**config.mk**
```make
export PLATFORM = sky130hd
export DESIGN_NAME = line_fill_reader_flat
export DESIGN_NICKNAME = d
export VERILOG_FILES = /design/src/rtl/line_fill_reader_pkg.sv /design/src/rtl/line_fill_reader_if.sv /design/src/rtl/line_fill_reader_rd_inflight_pipe.sv /design/src/rtl/line_fill_reader.sv /design/src/flat_wrapper.sv
export SDC_FILE = /design/constraint.sdc
export NUM_CORES = 1
export LEC_CHECK = 0
export BUFFER_PORTS_ARGS = -buffer_cell sky130_fd_sc_hd__buf_2
export CAP_MARGIN = 20
export CORE_ASPECT_RATIO = 1.2
export CORE_MARGIN = 5
export CORE_UTILIZATION = 39
export CTS_CLUSTER_DIAMETER = 40
export DETAILED_ROUTE_END_ITERATION = 10
export PLACE_DENSITY_LB_ADDON = 0.25
export SKIP_LAST_GASP = 1
export SLEW_MARGIN = 20
export SYNTH_ARGS = -nofsm -noshare
export SYNTH_HDL_FRONTEND = slang
export SYNTH_SLANG_ARGS = --single-unit
```
**constraint.sdc**
```tcl
create_clock -name clk -period 4.5 [get_ports clk]
set_clock_uncertainty 0.15 [all_clocks]
set_input_delay 0.675 -clock clk [delete_from_list [all_inputs] [get_ports clk]]
set_output_delay 0.675 -clock clk [all_outputs]
set_load 0.005 [all_outputs]
```
**src/rtl/line_fill_reader_pkg.sv**
```systemverilog
// Shared types and constants for the line fill reader.
package line_fill_reader_pkg;

  localparam int unsigned DEF_DW           = 16;
  localparam int unsigned DEF_AW           = 16;
  localparam int unsigned DEF_WORDS        = 4;
  localparam int unsigned DEF_LAT          = 2;
  localparam int unsigned WORD_BYTES       = 2;
  localparam int unsigned LINE_OFFSET_BITS = 4;

  function automatic int unsigned idxWidth(input int unsigned words);
    return (words < 2) ? 1 : $clog2(words);
  endfunction

  localparam int unsigned IDX_W = idxWidth(DEF_WORDS);

  typedef enum logic [1:0] {IDLE, ISSUE, DRAIN} lfrState_e;

endpackage

```
**src/rtl/line_fill_reader_if.sv**
```systemverilog
// Request/response bus between the line fill reader and the banked data memory.
interface line_fill_reader_if
  import line_fill_reader_pkg::*;
#(
  parameter int unsigned DW = DEF_DW,
  parameter int unsigned AW = DEF_AW
) ();

  logic [AW-1:0] mem_addr;
  logic          mem_rd;
  logic          mem_stall;
  logic [DW-1:0] mem_data_out;

  modport master (output mem_addr, mem_rd, input mem_stall, mem_data_out);
  modport slave  (input mem_addr, mem_rd, output mem_stall, mem_data_out);

endinterface

```
**src/rtl/line_fill_reader_rd_inflight_pipe.sv**
```systemverilog
// LAT-deep {valid,idx} tracker; the tail marks the cycle mem_data_out carries that word.
module rd_inflight_pipe
  import line_fill_reader_pkg::*;
#(
  parameter int unsigned LAT = DEF_LAT,
  parameter int unsigned IW  = IDX_W
) (
  input  logic          clk,
  input  logic          rst,
  input  logic          inValid,
  input  logic [IW-1:0] inIdx,
  output logic          outValid,
  output logic [IW-1:0] outIdx
);

  logic [LAT-1:0] stageValid;
  logic [IW-1:0]  stageIdx [LAT];

  always_ff @(posedge clk or posedge rst) begin
    if (rst) begin
      stageValid <= '0;
      for (int i = 0; i < int'(LAT); i++) stageIdx[i] <= '0;
    end else begin
      stageValid[0] <= inValid;
      stageIdx[0]   <= inIdx;
      for (int i = 1; i < int'(LAT); i++) begin
        stageValid[i] <= stageValid[i-1];
        stageIdx[i]   <= stageIdx[i-1];
      end
    end
  end

  assign outValid = stageValid[LAT-1];
  assign outIdx   = stageIdx[LAT-1];

endmodule

```
**src/rtl/line_fill_reader.sv**
```systemverilog
// Fetches one cache line from banked memory word by word and returns each word with its index.
// Optional critical-word-first ordering: define LINE_FILL_CRIT_WORD_EN.
module line_fill_reader
  import line_fill_reader_pkg::*;
#(
  parameter int unsigned DW    = DEF_DW,
  parameter int unsigned AW    = DEF_AW,
  parameter int unsigned WORDS = DEF_WORDS,
  parameter int unsigned LAT   = DEF_LAT,
  localparam int unsigned IW   = idxWidth(WORDS)
) (
  input  logic                clk,
  input  logic                rst,
  input  logic                start,
  input  logic [AW-1:0]       base_addr,
  line_fill_reader_if.master  mem,
  output logic [DW-1:0]       word_data,
  output logic [IW-1:0]       word_idx,
  output logic                word_valid,
  output logic                busy,
  output logic                done
);

  localparam int unsigned LW = AW - LINE_OFFSET_BITS;

  lfrState_e     state;
  logic [LW-1:0] line;
  logic [IW-1:0] issueIdx;
  logic [IW-1:0] issueCnt;
  logic [IW-1:0] retCnt;
  logic [IW-1:0] firstIdx;
  logic [IW-1:0] tailIdx;
  logic          tailValid;
  logic          accept;

  wire unusedBits = ^base_addr[LINE_OFFSET_BITS-1:0];

`ifdef LINE_FILL_CRIT_WORD_EN
  assign firstIdx = IW'(base_addr[3:1]);
`else
  assign firstIdx = '0;
`endif

  assign accept = mem.mem_rd & ~mem.mem_stall;

  // Offset stays inside the line so the address never carries into the line bits.
  function automatic logic [AW-1:0] wordAddr(input logic [LW-1:0] l, input logic [IW-1:0] i);
    return {l, LINE_OFFSET_BITS'(i) * LINE_OFFSET_BITS'(WORD_BYTES)};
  endfunction

  rd_inflight_pipe #(.LAT(LAT), .IW(IW)) uPipe (
    .clk      (clk),
    .rst      (rst),
    .inValid  (accept),
    .inIdx    (issueIdx),
    .outValid (tailValid),
    .outIdx   (tailIdx)
  );

  always_ff @(posedge clk or posedge rst) begin
    if (rst) begin
      state        <= IDLE;
      line         <= '0;
      issueIdx     <= '0;
      issueCnt     <= '0;
      retCnt       <= '0;
      mem.mem_rd   <= 1'b0;
      mem.mem_addr <= '0;
      word_data    <= '0;
      word_idx     <= '0;
      word_valid   <= 1'b0;
      busy         <= 1'b0;
      done         <= 1'b0;
    end else begin
      word_valid <= 1'b0;
      done       <= 1'b0;

      // Capture returning data; the return counter marks the final word of the line.
      if (tailValid) begin
        word_valid <= 1'b1;
        word_data  <= mem.mem_data_out;
        word_idx   <= tailIdx;
        retCnt     <= retCnt + 1'b1;
        if (retCnt == IW'(WORDS - 1)) done <= 1'b1;
      end

      case (state)
        IDLE: begin
          if (start) begin
            line         <= base_addr[AW-1:LINE_OFFSET_BITS];
            issueIdx     <= firstIdx;
            issueCnt     <= '0;
            mem.mem_rd   <= 1'b1;
            mem.mem_addr <= wordAddr(base_addr[AW-1:LINE_OFFSET_BITS], firstIdx);
            busy         <= 1'b1;
            state        <= ISSUE;
          end
        end
        ISSUE: begin
          if (!mem.mem_stall) begin
            issueIdx <= issueIdx + 1'b1;
            issueCnt <= issueCnt + 1'b1;
            if (issueCnt == IW'(WORDS - 1)) begin
              mem.mem_rd   <= 1'b0;
              mem.mem_addr <= '0;
              state        <= DRAIN;
            end else begin
              mem.mem_addr <= wordAddr(line, issueIdx + 1'b1);
            end
          end
        end
        DRAIN: begin
          if (done) begin
            busy  <= 1'b0;
            state <= IDLE;
          end
        end
        default: state <= IDLE;
      endcase
    end
  end

endmodule

```
**src/flat_wrapper.sv**
```systemverilog
// flat-port wrapper written by rule: the top's interface ports become plain ports
module line_fill_reader_flat import line_fill_reader_pkg::*;
#(
  parameter int unsigned DW    = DEF_DW,
  parameter int unsigned AW    = DEF_AW,
  parameter int unsigned WORDS = DEF_WORDS,
  parameter int unsigned LAT   = DEF_LAT,
  localparam int unsigned IW   = idxWidth(WORDS)
)
  (clk, rst, start, base_addr, word_data, word_idx, word_valid, busy, done, mem_mem_addr, mem_mem_rd, mem_mem_stall, mem_mem_data_out);
  line_fill_reader_if #(.DW(DW), .AW(AW)) mem_i ();
  input  logic clk;
  input  logic rst;
  input  logic start;
  input  logic [AW-1:0] base_addr;
  output logic [DW-1:0] word_data;
  output logic [IW-1:0] word_idx;
  output logic word_valid;
  output logic busy;
  output logic done;
  output wire logic [$bits(mem_i.mem_addr)-1:0] mem_mem_addr;
  output wire logic [$bits(mem_i.mem_rd)-1:0] mem_mem_rd;
  input wire logic [$bits(mem_i.mem_stall)-1:0] mem_mem_stall;
  input wire logic [$bits(mem_i.mem_data_out)-1:0] mem_mem_data_out;
  assign mem_mem_addr = mem_i.mem_addr;
  assign mem_mem_rd = mem_i.mem_rd;
  assign mem_i.mem_stall = mem_mem_stall;
  assign mem_i.mem_data_out = mem_mem_data_out;
  line_fill_reader #(.DW(DW), .AW(AW), .WORDS(WORDS), .LAT(LAT)) u_core (.clk(clk), .rst(rst), .start(start), .base_addr(base_addr), .mem(mem_i), .word_data(word_data), .word_idx(word_idx), .word_valid(word_valid), .busy(busy), .done(done));
endmodule
```
; Yosys cells after proc, flatten, opt, wreduce, memory -nomap -nowiden
; Cells that the tools add are included.
[op_classes]
n_eq_ne = 8
add_sub_neg = 3
n_reduce_logical = 8
bitwise = 2
muxes = 23
[ops]
columns = op, count
row1 = 16-bit two-way mux, 3
row2 = 16-bit one-hot mux with 2 select lines, 1
row3 = 2-bit two-way mux, 7
row4 = 2-bit one-hot mux with 2 select lines, 2
row5 = 4-bit AND reduction, 2
row6 = 1-bit two-way mux, 7
row7 = "2-bit by 1-bit adder with 2-bit output, second input constant", 3
row8 = "2-bit equality test, second input constant", 3
row9 = 2-bit one-hot mux with 3 select lines, 1
row10 = 3-bit AND reduction, 2
row11 = "2-bit by 1-bit inequality test with 1-bit output, second input constant", 2
row12 = "2-bit inequality test, second input constant", 2
row13 = 1-bit one-hot mux with 2 select lines, 2
row14 = 2-bit nonzero test, 2
row15 = "2-bit by 1-bit equality test with 1-bit output, second input constant", 1
row16 = 2-bit logical NOT, 1
row17 = 2-bit AND reduction, 1
row18 = 1-bit bitwise AND, 1
row19 = 1-bit inverter, 1
[totals]
inputBits = 36
reg_bits = 64
out_inout_bits = 38
word_cells = 59

; Longest topological paths before layout
[logic_depth]
word_depth = 4
depth_mapped = 6
ltp_nobuf = 4

; By module
; Synthesis repeated with hierarchy kept, for this count alone.
[hier_totals]
hier_cells = 197
hier_area_um2 = 2651.3
[modules_own_cells]
columns = module, cells_each, n_inst, area_each_um2, seq_area_each_um2
row1 = line_fill_reader, 188, 1, 2482.4, 1401.3
row2 = rd_inflight_pipe, 9, 1, 168.9, 150.1

; Least setup slack after synthesis
; OpenSTA, ideal clock, no wires.
[synth_timing]
path_type = in2reg
startpoint = input port start
endpoint = register u_core.issueCnt[1]
arrival_ps = 1355
n_path_buf = 0
t_required_ps = 4225
setup_time_ps = 125
path_slack_ps = 2871
path_stages = 3
cell_sequence = o21bai_4 > a21oi_4 > mux2_2
[synth_via]
elab_chain_len = 2
[synth_lines]
columns = item, line
row1 = "start, declared", flat_wrapper.sv:14  ; input logic start;
row2 = 2-bit inequality test (no source line), n/a
row3 = 3-bit AND reduction (no source line), n/a
row4 = "end signal, assigned", line_fill_reader.sv:102  ; issueCnt <= issueCnt + 1'b1;
row5 = "end, declared", line_fill_reader.sv:29  ; logic [IW-1:0] issueCnt;
; Every way passes these cells.
; A chain may end at the register's enable or synchronous reset.

; Worst setup path in the final report
[layout_timing]
startpoint = register u_core.state[0]
endpoint = register u_core.issueIdx[1]
[layout_via]
elab_chain_len = 3
elab_cells_between_ends = 7
cone_classes = eq/ne: 3 / mux: 1 / reduce/logical: 3
[layout_lines]
columns = item, line
row1 = "start, declared", line_fill_reader.sv:26  ; lfrState_e state;
row2 = "start signal, assigned", line_fill_reader.sv:62  ; state <= IDLE;
row3 = "start signal, assigned", line_fill_reader.sv:96  ; state <= ISSUE;
row4 = "start signal, assigned", line_fill_reader.sv:106  ; state <= DRAIN;
row5 = 2-bit by 1-bit equality test with 1-bit output / 2-bit logical NOT (equally long branches), line_fill_reader.sv:87  ; case (state)
row6 = 2-bit inequality test (no source line) / 2-bit nonzero test (equally long branches), n/a
row7 = 3-bit AND reduction (no source line), n/a
row8 = "end signal, assigned", line_fill_reader.sv:91  ; issueIdx <= firstIdx;
row9 = "end signal, assigned", line_fill_reader.sv:101  ; issueIdx <= issueIdx + 1'b1;
row10 = "end, declared", line_fill_reader.sv:28  ; logic [IW-1:0] issueIdx;
; Parallel ways exist; a longest one is shown, timed or not.

==> impl_metrics.env <==
export IMPL_status="finished clean"
export IMPL_synthTopCellsByArea="dfrtp_1 (58%), mux2_2 (14%), mux2i_1 (5.2%)"
export IMPL_hpwl_mm=3.30
export IMPL_fmax_mhz=425
export IMPL_core_area_um2=6770
export IMPL_grt_pass1_vias=1850
export IMPL_powerDensity_nw_per_um2=686
export IMPL_ys_ff_latch=62
export IMPL_setup_viol=0
export IMPL_synth_largest_area_cell="dfrtp_1"
export IMPL_grt_pass1_wl_mm=8.74
export IMPL_postSynthAreaPerCell_um2=13.9
export IMPL_die_width_um=85.6
export IMPL_report_final_slew_viol_count=0
export IMPL_critical_path_cell_chain="nand2b_1 > or4b_4 > o221ai_2"
export IMPL_gp_congestion=0.683
export IMPL_placementRows=33
export IMPL_cp_slowest_cell="dfrtp_1"
export IMPL_cts_buffers=9
export IMPL_critPathMaxStageDelay_ns=0.77
export IMPL_cts_clk_slew_worst_paths_ns=0.07
export IMPL_drt_wl_total_mm=5.04
export IMPL_crit_type="reg2reg"
export IMPL_dr_pass1_iters=4
export IMPL_tritoncts="yes"
export IMPL_rsz0062_at_grt="no"
export IMPL_ant_nets=0
export IMPL_ff2ff_setup_slack_ns=2.15
export IMPL_end_kind="flop"
export IMPL_dieArea_um2=8630
export IMPL_synth_warnings=0
export IMPL_clock_sinks=62
export IMPL_grt_usage=0.130
export IMPL_via_count=1693
export IMPL_synth_seq_area_share=0.580
export IMPL_place_area_um2=3050
export IMPL_fin_setup_tns_ns=0
export IMPL_io_buffer_count=67
export IMPL_cellLeakagePower_nw=1.55
export IMPL_required_ns=4.57
export IMPL_cap_violations=0
export IMPL_clockRootBuffer="clkbuf_8"
export IMPL_io_pins=74
export IMPL_clock_path_buffers=2
export IMPL_post_cts_buffers=0
export IMPL_netlist_area_um2=2680
export IMPL_dp_cells=337
export IMPL_syn_instance_count=193
export IMPL_area_delta_synth_final_pct=20.1
export IMPL_grt_overflow_total=0
export IMPL_fin_nets=300
export IMPL_worst_pin_slew_ns=0.829
export IMPL_cp_max_fo=19
export IMPL_clk_latency_ns=0.32
export IMPL_grt_max_degree=63
export IMPL_slew_headroom=0.448
export IMPL_finalCritPeriodShare=0.523
export IMPL_synthDistinctLibCells=31
export IMPL_drive_gt1_frac=0.502
export IMPL_wl_per_cell_um=14.3
export IMPL_finalHoldViolations=0
export IMPL_antenna_found_initial=0
export IMPL_final_cells=352
export IMPL_via_per_inst=4.81
export IMPL_drc=0
export IMPL_hold_path_class="reg2reg"
export IMPL_cp_arrival_ns=2.43
export IMPL_die_h_um=101
export IMPL_drt_initial_drc_count=32
export IMPL_start_kind="flop"
export IMPL_start_util=0.395
export IMPL_final_area_um2=3210
export IMPL_hold_buffers=0
export IMPL_htree_num_levels=3
export IMPL_netlist_area_leader_share=0.580
export IMPL_cts_resized_gates=0
export IMPL_n_antenna_cell=0
export IMPL_max_vdd_ir_drop_mv=0.305
export IMPL_period_needed_ns=2.35
==> layer usage <==
layer	vias up	routed length, um	track usage
met5	-	0	0
met4	0	86	0.0646
met3	8	385	0.0384
met2	57	2410	0.206
met1	826	2160	0.161
li1	802	-	-
==> registers in the layout (all words and copies together), names as in the netlist <==
name,count
u_core.retCnt,2
u_core.done,1
u_core.word_data,16
u_core.uPipe.outIdx,2
u_core.mem.mem_rd,1
u_core.state,2
u_core.issueIdx,2
u_core.line,12
u_core.word_idx,2
u_core.mem.mem_addr,14
u_core.busy,1
u_core.word_valid,1
u_core.issueCnt,2
u_core.uPipe.stageValid,2
u_core.uPipe.stageIdx,2
==> stage by stage <==
stage	utilization	setup WS (ns)	total power [W]	hold slack, ns
detailed placement	0.450	2.18	0.00182	0.185
global route	0.475	2.02	0.00240	0.209
global placement	0.450	2.16	0.00179	0.183
finish	0.475	2.15	0.00220	0.199
CTS	0.475	2.16	0.00225	0.200
floorplan	-	2.13	0.00156	0.181
==> cell usage after synthesis (all sizes together) <==
master  number
o221ai       1
o21bai       1
or4b         1
mux2        34
o31ai        1
xnor2        1
nand2        1
inv         18
and3         2
o22ai        1
o21ai        2
ha           3
clkbuf       3
dfrtp       62
a21oi       16
nor4bb       1
and4bb      11
mux2i       14
o21ba        1
xor2         1
or2          1
conb         1
nor3         2
and2         1
nor2b        1
buf          9
nand2b       3
==> critical path, delay by kind of cell, from the launching register on <==
family          cells  cell delay, ns
simple gates        2            1.27
flops               1            0.77
compound gates      1            0.07
==> path summary, 6_finish.rpt <==
path,startpoint,to,cells past startpoint
worst max-delay path,u_core.state[0],u_core.issueIdx[1],3
worst min-delay path,u_core.uPipe.stageValid[0],u_core.uPipe.stageValid[1],0
worst max register to register,u_core.state[0],u_core.issueIdx[1],3
worst min register to register,u_core.uPipe.stageValid[0],u_core.uPipe.stageValid[1],0
max in group asynchronous,rst,u_core.retCnt[0],3
min in group asynchronous,rst,u_core.word_data[1],3
==> placed cells by master, fill, tap and decap left out, types with 2 or more instances in the layout <==
cell	count
ha_1	3
nor3_1	2
clkbuf_8	11
nand2b_1	3
inv_1	17
mux2i_1	14
o21ai_0	2
mux2_2	34
conb_1	2
dfrtp_1	62
clkbuf_1	3
buf_2	67
a21oi_1	15
and4bb_2	11
==> final cells by class <==
cell class	count	area (um2)
fill	641	3560
sequential	62	1550
multi-input combinational	102	975
timing repair buffer	68	343
clock buffer	14	163
tap	87	109
inverter	18	67.6
clock inverter	1	5.00
==> cells by family (layout without fill, tap and decap cells) <==
| kind of cell | after synthesis | after routing | synth area share |
|---|---|---|---|
| flip-flops | 62 | 62 | 0.580 |
| multiplexers | 48 | 48 | 0.195 |
| buffers and inverters | 30 | 101 | 0.0575 |
| AND/OR/NAND/NOR | 24 | 24 | 0.0860 |
| AO/OA/AOI/OAI | 23 | 23 | 0.0594 |
| adder cells (fa/ha/maj) | 3 | 3 | 0.0140 |
| XOR/XNOR | 2 | 2 | 0.00655 |
| other | 1 | 2 | 0.00140 |
==> where the power goes <==
part | internal (W) | switching (W)
Combinational | 0.000473 | 0.000322
Clock | 0.000227 | 0.000191
Sequential | 0.000821 | 0.000170
Total | 0.00152 | 0.000683
No activity file was read; power rests on OpenSTA's default activity.
